--- src/rtl/salamander_prom_loader_pkg.sv ---
// Shared definitions for the Salamander PROM loader.
// Contents:
//   IoctlAw - width of the HPS ioctl byte address.
//   StIdle, StDecode, StStrobe, StRelease - loader FSM state encoding.
package salamander_prom_loader_pkg;

    localparam int unsigned IoctlAw = 25;

    localparam logic [1:0] StIdle    = 2'd0;
    localparam logic [1:0] StDecode  = 2'd1;
    localparam logic [1:0] StStrobe  = 2'd2;
    localparam logic [1:0] StRelease = 2'd3;

endpackage

--- src/rtl/salamander_prom_loader_if.sv ---
// ioctl download port plus PROM program port of the Salamander PROM loader.
// Signals:
//   i_IOCTL_DOWNLOAD/INDEX/WR/ADDR/DATA - HPS download stream (into the loader)
//   o_IOCTL_WAIT                        - back-pressure to the HPS
//   o_PROG_ADDR/DIN/CS/WR               - PROM program write port
//   o_LOADED, o_DONE, o_CHECKSUM        - download status
// Modports: master = HPS / system side, slave = loader.
interface salamander_prom_loader_if
    import salamander_prom_loader_pkg::*;
#(
    parameter int unsigned AW   = 10,
    parameter int unsigned NREG = 4
);
    logic               i_IOCTL_DOWNLOAD;
    logic [7:0]         i_IOCTL_INDEX;
    logic               i_IOCTL_WR;
    logic [IoctlAw-1:0] i_IOCTL_ADDR;
    logic [7:0]         i_IOCTL_DATA;
    logic               o_IOCTL_WAIT;
    logic [AW-1:0]      o_PROG_ADDR;
    logic [7:0]         o_PROG_DIN;
    logic [NREG-1:0]    o_PROG_CS;
    logic               o_PROG_WR;
    logic               o_LOADED;
    logic               o_DONE;
    logic [15:0]        o_CHECKSUM;

    modport master (
        output i_IOCTL_DOWNLOAD, i_IOCTL_INDEX, i_IOCTL_WR, i_IOCTL_ADDR, i_IOCTL_DATA,
        input  o_IOCTL_WAIT, o_PROG_ADDR, o_PROG_DIN, o_PROG_CS, o_PROG_WR,
        input  o_LOADED, o_DONE, o_CHECKSUM
    );

    modport slave (
        input  i_IOCTL_DOWNLOAD, i_IOCTL_INDEX, i_IOCTL_WR, i_IOCTL_ADDR, i_IOCTL_DATA,
        output o_IOCTL_WAIT, o_PROG_ADDR, o_PROG_DIN, o_PROG_CS, o_PROG_WR,
        output o_LOADED, o_DONE, o_CHECKSUM
    );

endinterface

--- src/rtl/salamander_prom_region_decode.sv ---
// Combinational region decoder: maps a download byte address onto one of NREG
// contiguous regions of 2**AW bytes starting at BASE.
// Ports:
//   addr - download byte address
//   hit  - address falls inside one of the regions
//   cs   - one-hot region select (all zero on a miss)
//   off  - byte offset inside the selected region
module salamander_prom_region_decode
    import salamander_prom_loader_pkg::*;
#(
    parameter int unsigned        AW   = 10,
    parameter int unsigned        NREG = 4,
    parameter logic [IoctlAw-1:0] BASE = 25'h30000
) (
    input  logic [IoctlAw-1:0] addr,
    output logic               hit,
    output logic [NREG-1:0]    cs,
    output logic [AW-1:0]      off
);
    localparam logic [IoctlAw-1:0] Span = IoctlAw'(NREG) << AW;

    logic [IoctlAw-1:0] diff;
    logic [IoctlAw-1:0] region;

    always_comb begin
        // Wraps modulo 2**25; the explicit >= BASE test stops low addresses aliasing in.
        diff   = addr - BASE;
        hit    = (addr >= BASE) && (diff < Span);
        region = diff >> AW;
        off    = diff[AW-1:0];
        cs     = '0;
        for (int unsigned i = 0; i < NREG; i++) begin
            cs[i] = hit && (region == IoctlAw'(i));
        end
    end

endmodule

--- src/rtl/salamander_prom_loader.sv ---
// Salamander PROM loader: turns the HPS ioctl download byte stream into
// per-PROM program writes with region decode, write-strobe timing and
// download-complete signalling.
// Ports:
//   i_MCLK  - system clock
//   i_RST_n - asynchronous active-low reset
//   bus     - salamander_prom_loader_if.slave (ioctl in, PROM program out, status)
// Build option: define SALAMANDER_PROM_LOADER_CHECKSUM_EN to build the byte-sum
// checksum on o_CHECKSUM; otherwise o_CHECKSUM is tied to zero.
module salamander_prom_loader
    import salamander_prom_loader_pkg::*;
#(
    parameter int unsigned        AW        = 10,
    parameter int unsigned        NREG      = 4,
    parameter logic [IoctlAw-1:0] ROM_BASE  = 25'h30000,
    parameter logic [7:0]         ROM_INDEX = 8'd0,
    parameter int unsigned        WR_CYC    = 2
) (
    input logic                     i_MCLK,
    input logic                     i_RST_n,
    salamander_prom_loader_if.slave bus
);
    logic [1:0]         state_q, state_d;
    logic [IoctlAw-1:0] addr_q, addr_d;
    logic [7:0]         data_q, data_d;
    logic [3:0]         cnt_q, cnt_d;
    logic               wait_q, wait_d;
    logic [NREG-1:0]    cs_q, cs_d;
    logic [AW-1:0]      paddr_q, paddr_d;
    logic [7:0]         din_q, din_d;
    logic               wr_q, wr_d;
    logic               loaded_q, loaded_d;
    logic               done_q, done_d;
    logic               dl_q;
    logic               match_q, match_d;  // index matched at the last download rise
    logic               pend_q, pend_d;    // download ended, completion not yet reported
`ifdef SALAMANDER_PROM_LOADER_CHECKSUM_EN
    logic [15:0]        sum_q, sum_d;
`endif

    logic            dec_hit;
    logic [NREG-1:0] dec_cs;
    logic [AW-1:0]   dec_off;
    logic            idx_ok, dl_rise, dl_fall, accept;

    salamander_prom_region_decode #(
        .AW   (AW),
        .NREG (NREG),
        .BASE (ROM_BASE)
    ) u_decode (
        .addr (addr_q),
        .hit  (dec_hit),
        .cs   (dec_cs),
        .off  (dec_off)
    );

    assign idx_ok  = (bus.i_IOCTL_INDEX == ROM_INDEX);
    assign dl_rise = bus.i_IOCTL_DOWNLOAD & ~dl_q;
    assign dl_fall = ~bus.i_IOCTL_DOWNLOAD & dl_q;
    assign accept  = bus.i_IOCTL_DOWNLOAD & bus.i_IOCTL_WR & idx_ok & ~wait_q &
                     (state_q == StIdle);

    always_comb begin
        state_d  = state_q;
        addr_d   = addr_q;
        data_d   = data_q;
        cnt_d    = cnt_q;
        wait_d   = wait_q;
        cs_d     = cs_q;
        paddr_d  = paddr_q;
        din_d    = din_q;
        wr_d     = wr_q;
        loaded_d = loaded_q;
        done_d   = 1'b0;
        match_d  = match_q;
        pend_d   = pend_q;
`ifdef SALAMANDER_PROM_LOADER_CHECKSUM_EN
        sum_d    = sum_q;
`endif

        if (dl_rise) begin
            match_d = idx_ok;
            if (idx_ok) begin
                loaded_d = 1'b0;
`ifdef SALAMANDER_PROM_LOADER_CHECKSUM_EN
                sum_d    = '0;
`endif
            end
        end

        unique case (state_q)
            StIdle: begin
                // Completion is reported only from idle so an in-flight write finishes first.
                if (pend_q) begin
                    loaded_d = 1'b1;
                    done_d   = 1'b1;
                    pend_d   = 1'b0;
                end
                if (accept) begin
                    addr_d  = bus.i_IOCTL_ADDR;
                    data_d  = bus.i_IOCTL_DATA;
                    wait_d  = 1'b1;
                    state_d = StDecode;
                end
            end
            StDecode: begin
                if (dec_hit) begin
                    cs_d    = dec_cs;
                    paddr_d = dec_off;
                    din_d   = data_q;
                    wr_d    = 1'b1;
                    cnt_d   = 4'(WR_CYC - 1);
`ifdef SALAMANDER_PROM_LOADER_CHECKSUM_EN
                    sum_d   = sum_d + {8'h00, data_q};
`endif
                    state_d = StStrobe;
                end else begin
                    state_d = StRelease;
                end
            end
            StStrobe: begin
                if (cnt_q == 4'd0) begin
                    wr_d    = 1'b0;
                    state_d = StRelease;
                end else begin
                    cnt_d = cnt_q - 4'd1;
                end
            end
            StRelease: begin
                cs_d    = '0;
                wr_d    = 1'b0;
                wait_d  = 1'b0;
                state_d = StIdle;
            end
        endcase

        if (dl_fall && match_q) begin
            pend_d = 1'b1;
        end
    end

    always_ff @(posedge i_MCLK or negedge i_RST_n) begin
        if (!i_RST_n) begin
            state_q  <= StIdle;
            addr_q   <= '0;
            data_q   <= '0;
            cnt_q    <= '0;
            wait_q   <= 1'b0;
            cs_q     <= '0;
            paddr_q  <= '0;
            din_q    <= '0;
            wr_q     <= 1'b0;
            loaded_q <= 1'b0;
            done_q   <= 1'b0;
            dl_q     <= 1'b0;
            match_q  <= 1'b0;
            pend_q   <= 1'b0;
`ifdef SALAMANDER_PROM_LOADER_CHECKSUM_EN
            sum_q    <= '0;
`endif
        end else begin
            state_q  <= state_d;
            addr_q   <= addr_d;
            data_q   <= data_d;
            cnt_q    <= cnt_d;
            wait_q   <= wait_d;
            cs_q     <= cs_d;
            paddr_q  <= paddr_d;
            din_q    <= din_d;
            wr_q     <= wr_d;
            loaded_q <= loaded_d;
            done_q   <= done_d;
            dl_q     <= bus.i_IOCTL_DOWNLOAD;
            match_q  <= match_d;
            pend_q   <= pend_d;
`ifdef SALAMANDER_PROM_LOADER_CHECKSUM_EN
            sum_q    <= sum_d;
`endif
        end
    end

    assign bus.o_IOCTL_WAIT = wait_q;
    assign bus.o_PROG_ADDR  = paddr_q;
    assign bus.o_PROG_DIN   = din_q;
    assign bus.o_PROG_CS    = cs_q;
    assign bus.o_PROG_WR    = wr_q;
    assign bus.o_LOADED     = loaded_q;
    assign bus.o_DONE       = done_q;
`ifdef SALAMANDER_PROM_LOADER_CHECKSUM_EN
    assign bus.o_CHECKSUM   = sum_q;
`else
    assign bus.o_CHECKSUM   = 16'h0000;
`endif

endmodule

--- src/flat_wrapper.sv ---
// flat-port wrapper written by rule: the top's interface ports become plain ports
module salamander_prom_loader_flat import salamander_prom_loader_pkg::*;
#(
    parameter int unsigned        AW        = 10,
    parameter int unsigned        NREG      = 4,
    parameter logic [IoctlAw-1:0] ROM_BASE  = 25'h30000,
    parameter logic [7:0]         ROM_INDEX = 8'd0,
    parameter int unsigned        WR_CYC    = 2
)
  (i_MCLK, i_RST_n, bus_i_IOCTL_DOWNLOAD, bus_i_IOCTL_INDEX, bus_i_IOCTL_WR, bus_i_IOCTL_ADDR, bus_i_IOCTL_DATA, bus_o_IOCTL_WAIT, bus_o_PROG_ADDR, bus_o_PROG_DIN, bus_o_PROG_CS, bus_o_PROG_WR, bus_o_LOADED, bus_o_DONE, bus_o_CHECKSUM);
  salamander_prom_loader_if #(.AW(AW), .NREG(NREG)) bus_i ();
  input logic i_MCLK;
  input logic i_RST_n;
  input wire logic [$bits(bus_i.i_IOCTL_DOWNLOAD)-1:0] bus_i_IOCTL_DOWNLOAD;
  input wire logic [$bits(bus_i.i_IOCTL_INDEX)-1:0] bus_i_IOCTL_INDEX;
  input wire logic [$bits(bus_i.i_IOCTL_WR)-1:0] bus_i_IOCTL_WR;
  input wire logic [$bits(bus_i.i_IOCTL_ADDR)-1:0] bus_i_IOCTL_ADDR;
  input wire logic [$bits(bus_i.i_IOCTL_DATA)-1:0] bus_i_IOCTL_DATA;
  output wire logic [$bits(bus_i.o_IOCTL_WAIT)-1:0] bus_o_IOCTL_WAIT;
  output wire logic [$bits(bus_i.o_PROG_ADDR)-1:0] bus_o_PROG_ADDR;
  output wire logic [$bits(bus_i.o_PROG_DIN)-1:0] bus_o_PROG_DIN;
  output wire logic [$bits(bus_i.o_PROG_CS)-1:0] bus_o_PROG_CS;
  output wire logic [$bits(bus_i.o_PROG_WR)-1:0] bus_o_PROG_WR;
  output wire logic [$bits(bus_i.o_LOADED)-1:0] bus_o_LOADED;
  output wire logic [$bits(bus_i.o_DONE)-1:0] bus_o_DONE;
  output wire logic [$bits(bus_i.o_CHECKSUM)-1:0] bus_o_CHECKSUM;
  assign bus_i.i_IOCTL_DOWNLOAD = bus_i_IOCTL_DOWNLOAD;
  assign bus_i.i_IOCTL_INDEX = bus_i_IOCTL_INDEX;
  assign bus_i.i_IOCTL_WR = bus_i_IOCTL_WR;
  assign bus_i.i_IOCTL_ADDR = bus_i_IOCTL_ADDR;
  assign bus_i.i_IOCTL_DATA = bus_i_IOCTL_DATA;
  assign bus_o_IOCTL_WAIT = bus_i.o_IOCTL_WAIT;
  assign bus_o_PROG_ADDR = bus_i.o_PROG_ADDR;
  assign bus_o_PROG_DIN = bus_i.o_PROG_DIN;
  assign bus_o_PROG_CS = bus_i.o_PROG_CS;
  assign bus_o_PROG_WR = bus_i.o_PROG_WR;
  assign bus_o_LOADED = bus_i.o_LOADED;
  assign bus_o_DONE = bus_i.o_DONE;
  assign bus_o_CHECKSUM = bus_i.o_CHECKSUM;
  salamander_prom_loader #(.AW(AW), .NREG(NREG), .ROM_BASE(ROM_BASE), .ROM_INDEX(ROM_INDEX), .WR_CYC(WR_CYC)) u_core (.i_MCLK(i_MCLK), .i_RST_n(i_RST_n), .bus(bus_i));
endmodule
--- config.mk ---
export PLATFORM = sky130hd
export DESIGN_NAME = salamander_prom_loader_flat
export DESIGN_NICKNAME = d
export VERILOG_FILES = /design/src/rtl/salamander_prom_loader_pkg.sv /design/src/rtl/salamander_prom_loader_if.sv /design/src/rtl/salamander_prom_region_decode.sv /design/src/rtl/salamander_prom_loader.sv /design/src/flat_wrapper.sv
export SDC_FILE = /design/constraint.sdc
export NUM_CORES = 1
export LEC_CHECK = 0
export CAP_MARGIN = 15
export CORE_MARGIN = 5
export CORE_UTILIZATION = 35
export CTS_CLUSTER_DIAMETER = 60
export DETAILED_ROUTE_END_ITERATION = 6
export DONT_BUFFER_PORTS = 1
export PLACE_DENSITY = 0.45
export SLEW_MARGIN = 20
export SYNTH_ARGS = -nofsm -noshare
export SYNTH_HDL_FRONTEND = slang
export SYNTH_SLANG_ARGS = --single-unit
--- constraint.sdc ---
create_clock -name i_MCLK -period 2.8 [get_ports i_MCLK]
set_input_delay 0.42 -clock i_MCLK [delete_from_list [all_inputs] [get_ports i_MCLK]]
set_output_delay 0.42 -clock i_MCLK [all_outputs]
set_load 0.05 [all_outputs]
======== Yosys cells after proc, flatten, opt, wreduce, memory -nomap -nowiden ========
Index checks and enable logic that the tools add are counted.
W data, S select, Z words.
word-level totals
  flip-flop bits (word level) ............. 68
  bits in latches ......................... 0
  bits in writable memories ............... 0
  bits in read-only memories .............. 0
  input port bits ......................... 45
  output and inout port bits .............. 42
  word-level logic and storage cells ...... 81
  memories ................................ 0
cells by class
  $add $sub $neg .......................... 2
  multiply operators ...................... 0
  div/mod/pow operators ................... 0
  order comparisons ....................... 2
  eq/ne operators ......................... 10
  shift operators ......................... 0
  mux-type cells .......................... 22
  bitwise logic cells ..................... 9
  reductions and logical operators ........ 22
operators with widths
  cell                      number
  $eq A15 B2 Y1 const B     2
  $ge A25 B18 Y1 const B    1
  $logic_not A25 Y1         1
  $lt A25 B13 Y1 const B    1
  $sub A25 B18 Y25 const B  1
  $pmux W4 S2               2
  $eq A15 B1 Y1 const B     1
  $mux W1                   12
  $mux W4                   3
  $reduce_and A2 Y1         5
  $logic_not A8 Y1          1
  $pmux W2 S4               1
  $reduce_bool A2 Y1        4
  $and A1 B1 Y1             6
  $logic_and A1 B1 Y1       6
  $ne A2 B1 Y1 const B      3
  $reduce_and A3 Y1         2
  $eq A2 B2 Y1 const B      2
  $logic_not A4 Y1          1
  $mux W2                   2
  $sub A4 B1 Y4 const B     1
  $not A1 Y1                3
  $pmux W1 S3               1
  $reduce_bool A3 Y1        1
  4 further kinds           4

======== Longest topological paths before layout ========
  depth in word-level cells ............... 6
  mapped depth ............................ 8
  gate-level depth less buffers ........... 8

======== Hierarchy ========
From an unflattened synthesis, not the netlist that was laid out.
unflattened totals
  cell total of the unflattened synthesis .. 249
  area, all modules ....................... 3,270.6 µm²
by module, submodules not included
  module                         times used  cells an instance  area each (µm²)  sequential area each (µm²)
  salamander_prom_loader         1           218                3,047.9          1,701.6
  salamander_prom_region_decode  1           31                 222.7            0.0

======== Least setup slack after synthesis ========
No wires, ideal clock.
  path kind ............................... register to register
  from .................................... register u_core.addr_q[22]
  to ...................................... register u_core.paddr_q[0], in the netlist u_core.bus.o_PROG_ADDR[0]
  library setup time ...................... 125 ps
  data arrival time ....................... 2,304 ps
  data required time ...................... 2,675 ps
  path slack .............................. 371 ps
  cell stages (with the launch flop) ...... 7
  buffers on the path ..................... 1
  clock period less this slack ............ 2,429 ps
  path through ............................ dfrtp_1 or4_4 or4_1 o311ai_2 nand4_4 buf_6 mux2_4
on the way
  cells in the longest elaborated chain, start to end .. 4
  elaborated cells on any way between the ends .. 5
  classes of those cells .................. 1 x add/sub; 2 x order compare; 2 x reduce/logical
ends and longest elaborated chain
  element                          RTL line                             text
  start, declared                  salamander_prom_loader.sv:24         logic [IoctlAw-1:0] addr_q, addr_d;
  start signal, assigned           salamander_prom_loader.sv:163        addr_q <= addr_d;
  $sub A25 B18 Y25                 salamander_prom_region_decode.sv:27  diff = addr - BASE;
  $lt A25 B13 Y1                   salamander_prom_region_decode.sv:28  hit = (addr >= BASE) && (diff < Span);
  $logic_and A1 B1 Y1 (*)          salamander_prom_region_decode.sv:28
  $reduce_and A2 Y1 (no line) (*)  -
  end signal, assigned             salamander_prom_loader.sv:168        paddr_q <= paddr_d;
  end, declared                    salamander_prom_loader.sv:29         logic [AW-1:0] paddr_q, paddr_d;
Every way passes the cells marked *; elsewhere a longest branch is shown, timed or not.
A chain may end at the register's enable or synchronous reset.

======== Worst setup path in the final report ========
  from .................................... register u_core.addr_q[22]
  to ...................................... register u_core.cnt_q[2]
on the way
  cells in the longest elaborated chain, start to end .. 5
  elaborated cells on any way between the ends .. 6
  classes of those cells .................. 1 x add/sub; 2 x order compare; 1 x eq/ne; 2 x reduce/logical
ends and longest elaborated chain
  element                          RTL line                             text
  $sub A25 B18 Y25                 salamander_prom_region_decode.sv:27
  $lt A25 B13 Y1                   salamander_prom_region_decode.sv:28
  $logic_and A1 B1 Y1 (*)          salamander_prom_region_decode.sv:28
  $ne A2 B1 Y1 (no line) (*)       -
  $reduce_and A3 Y1 (no line) (*)  -
  end signal, assigned             salamander_prom_loader.sv:165        cnt_q <= cnt_d;
  end, declared                    salamander_prom_loader.sv:26         logic [3:0] cnt_q, cnt_d;
Marked as above.

==> run metrics <==
outcome finished clean; Setup TNS 0 ns; GPL Wtd Cong 0.789; min-delay worst type input pin to register; Pwr Density 713 nW/µm²; Initial Util 0.361; I/O pin count 87; layout cells sized above 1 0.287; post-DR vias/cell 5.11; first-pass GRT wire length 10.3 mm; post-DP HPWL 4.20 mm; Lkg Pwr 1.77 nW; initial antenna violation count 0; port bufs 0; largest net degree at the start of global routing 69; CP startpoint kind register; number of diodes 0; Max Cap Viol 0; htree depth 3; VDD IR max 0.306 mV; kind of critical path register to register; final setup vio count 0; first-pass iteration count of the detailed router 4; chip height 105 µm; Num Clock Sinks 68; clk_lat worst skew 0.33 ns; critical path fanouts, max 6; Seq. cell area 1700 µm²; GRT Overall Usage 0.117; WL/cell 17.1 µm; synthesis-to-layout area growth 8.95%; Initial DRC Count 44; Worst Setup End Kind register; Num CTS Buffers 9; Fmax achieved 386 MHz; Synth async-reset ratio 1.00; std cell rows 34; vias in the first global route 1900; Post-synth top flop dfrtp_1; Synth cell types 48; final hold viol count 0; grt met1 use 0.147; multi-input logic area 1320 µm²; relative slew slack 0.532; CTS root buf clkbuf_8; Core Footprint 8760 µm²; Syn Inst Count 241; Cells after DPL 343; EDFF count, synth 0; Critical Path RT 3.03 ns; Syn Area/Cell 13.1 µm²; clock slew seen by the registers of the worst setup and hold paths 0.07 ns; post-synthesis sequential area ratio 0.538; routed wire length 6.15 mm; Yosys reg bits 68; RSZ-0062 raised after global routing false; Final Max Tran Viols 0; post-synth design cell area 3160 µm²; GRT Max-Usage Layer met2; global route overflow 0; met2 usage 0.170; Setup Skew 0.00889 ns; die width 105 µm; non-filler instance count after layout 359; fillers 863; post_cts resized 0; Synthesis Warnings 0; die area 11000 µm²; CTS max path bufs 2; Worst Max-Slew Pin Slew 0.699 ns; worst path arrival time 2.82 ns; fin crit period 2.59 ns; vias after detailed routing 1835; CTS tree yes; post-route ant nets 0; met3 usage 0.0604; Residual DRC 0; # nets final 302; fin crit share 0.925
[cells in the mapped netlist, types with 3 or more instances]
library cell | number | area share
ha_1 | 9 | 0.036
dfrtp_1 | 68 | 0.54
nand2_1 | 4 | 0.0047
mux2_4 | 10 | 0.048
o21ai_0 | 6 | 0.0095
a21oi_1 | 5 | 0.0079
nor3_1 | 6 | 0.0095
nand2b_1 | 4 | 0.0079
nor2_1 | 8 | 0.0095
mux2_2 | 41 | 0.15
clkbuf_1 | 3 | 0.0036
inv_1 | 11 | 0.013
buf_1 | 3 | 0.0036
nor4_1 | 3 | 0.0059
a22o_1 | 5 | 0.014
buf_4 | 16 | 0.038
[final timing paths]
check / from / to / slack, ns / cells past startpoint
setup / recovery: u_core.addr_q[22]$_DFFE_PN0P_ / u_core.cnt_q[2]$_DFFE_PN0P_ / 0.21 / 7
hold / removal: bus_i_IOCTL_DOWNLOAD / u_core.dl_q$_DFF_PN0_ / 0.11 / 0
setup reg to reg: u_core.addr_q[22]$_DFFE_PN0P_ / u_core.cnt_q[2]$_DFFE_PN0P_ / 0.21 / 7
hold reg to reg: u_core.pend_q$_DFFE_PN0P_ / u_core.pend_q$_DFFE_PN0P_ / 0.49 / 1
max in group asynchronous: i_RST_n / u_core.data_q[3]$_DFFE_PN0P_ / 1.87 / 2
min in group asynchronous: i_RST_n / u_core.state_q[0]$_DFFE_PN0P_ / 0.62 / 2
[critical path, stage by stage, from the launching register on]
cell,delay [ns]
dfrtp_1,0.40
or4_4,0.54
or4_1,0.53
o311ai_2,0.15
nand3_2,0.23
buf_4,0.23
nor3b_1,0.13
nor4_1,0.27
[cell usage in the layout (no fill, tap or decap), drive strengths merged, types with 2 or more instances in the layout]
cell     n
or3      2
ha       9
nand3    2
o21ai    6
mux2i    2
inv     11
conb    16
nor3     6
a22o     5
a211o    2
o31a     2
nand2    4
buf      4
nor2     8
mux2    51
or4      3
and3     2
nand4    2
clkbuf  12
a21oi    5
nor4     3
dfrtp   68
nand2b   4
and2     2
[metal layers]
| metal | wire (µm) | up-vias | share of wire |
|---|---|---|---|
| li1 | - | 851 | - |
| met1 | 2740 | 893 | 0.44 |
| met2 | 2730 | 83 | 0.44 |
| met3 | 610 | 8 | 0.099 |
| met4 | 78 | 0 | 0.013 |
| met5 | 0 | - | 0 |
[where the power goes]
group	total [W]	switching [W]	internal, W
registers	0.00117	0.000120	0.00105
logic	0.000490	0.000312	0.000178
clock network	0.000800	0.000350	0.000449
total	0.00246	0.000782	0.00167
[per-stage QoR]
stage,setup slack (ns),hold WS (ns),power [W],cell area (µm²),util
global route,0.00873,0.0796,0.00262,3440,0.393
global placement,0.273,0.127,0.00165,3220,0.367
floorplan,0.371,0.124,0.00157,3220,-
finish,0.211,0.110,0.00246,3440,0.393
detailed placement,0.199,0.127,0.00165,3220,0.367
CTS,0.183,0.0876,0.00250,3440,0.393
[state kept, by name (all words and copies together), names as in the netlist, 2 cells and up]
name	cells
u_core.addr_q	25
u_core.bus.o_PROG_ADDR	10
u_core.bus.o_PROG_CS	4
u_core.bus.o_PROG_DIN	8
u_core.cnt_q	4
u_core.data_q	8
u_core.state_q	2
[final cells by class]
type	count	share of cell area
sequential	68	0.494
multi-input combinational	153	0.382
clock buffer	12	0.0451
tap	108	0.0392
timing repair buffer	5	0.0174
inverter	11	0.0120
clock inverter	2	0.0102
[repair_timing]
item | CTS | global route
hold buffers | 2 | 0
buffers inserted | 0 | 0
hold endpoints to repair | 68 | 0
[cell families (layout without fill, tap and decap cells)]
logic type      Yosys count  in the layout  synth area share
fa+ha+maj                 9              9            0.0356
compound gates           31             31            0.0744
other cells               1             16           0.00119
flops                    68             68             0.538
mux                      53             53             0.200
simple gates             43             43            0.0843
buf+inv                  35             30            0.0633
xor+xnor                  1              1           0.00277
Note: power is estimated with default switching activity, not from simulation.
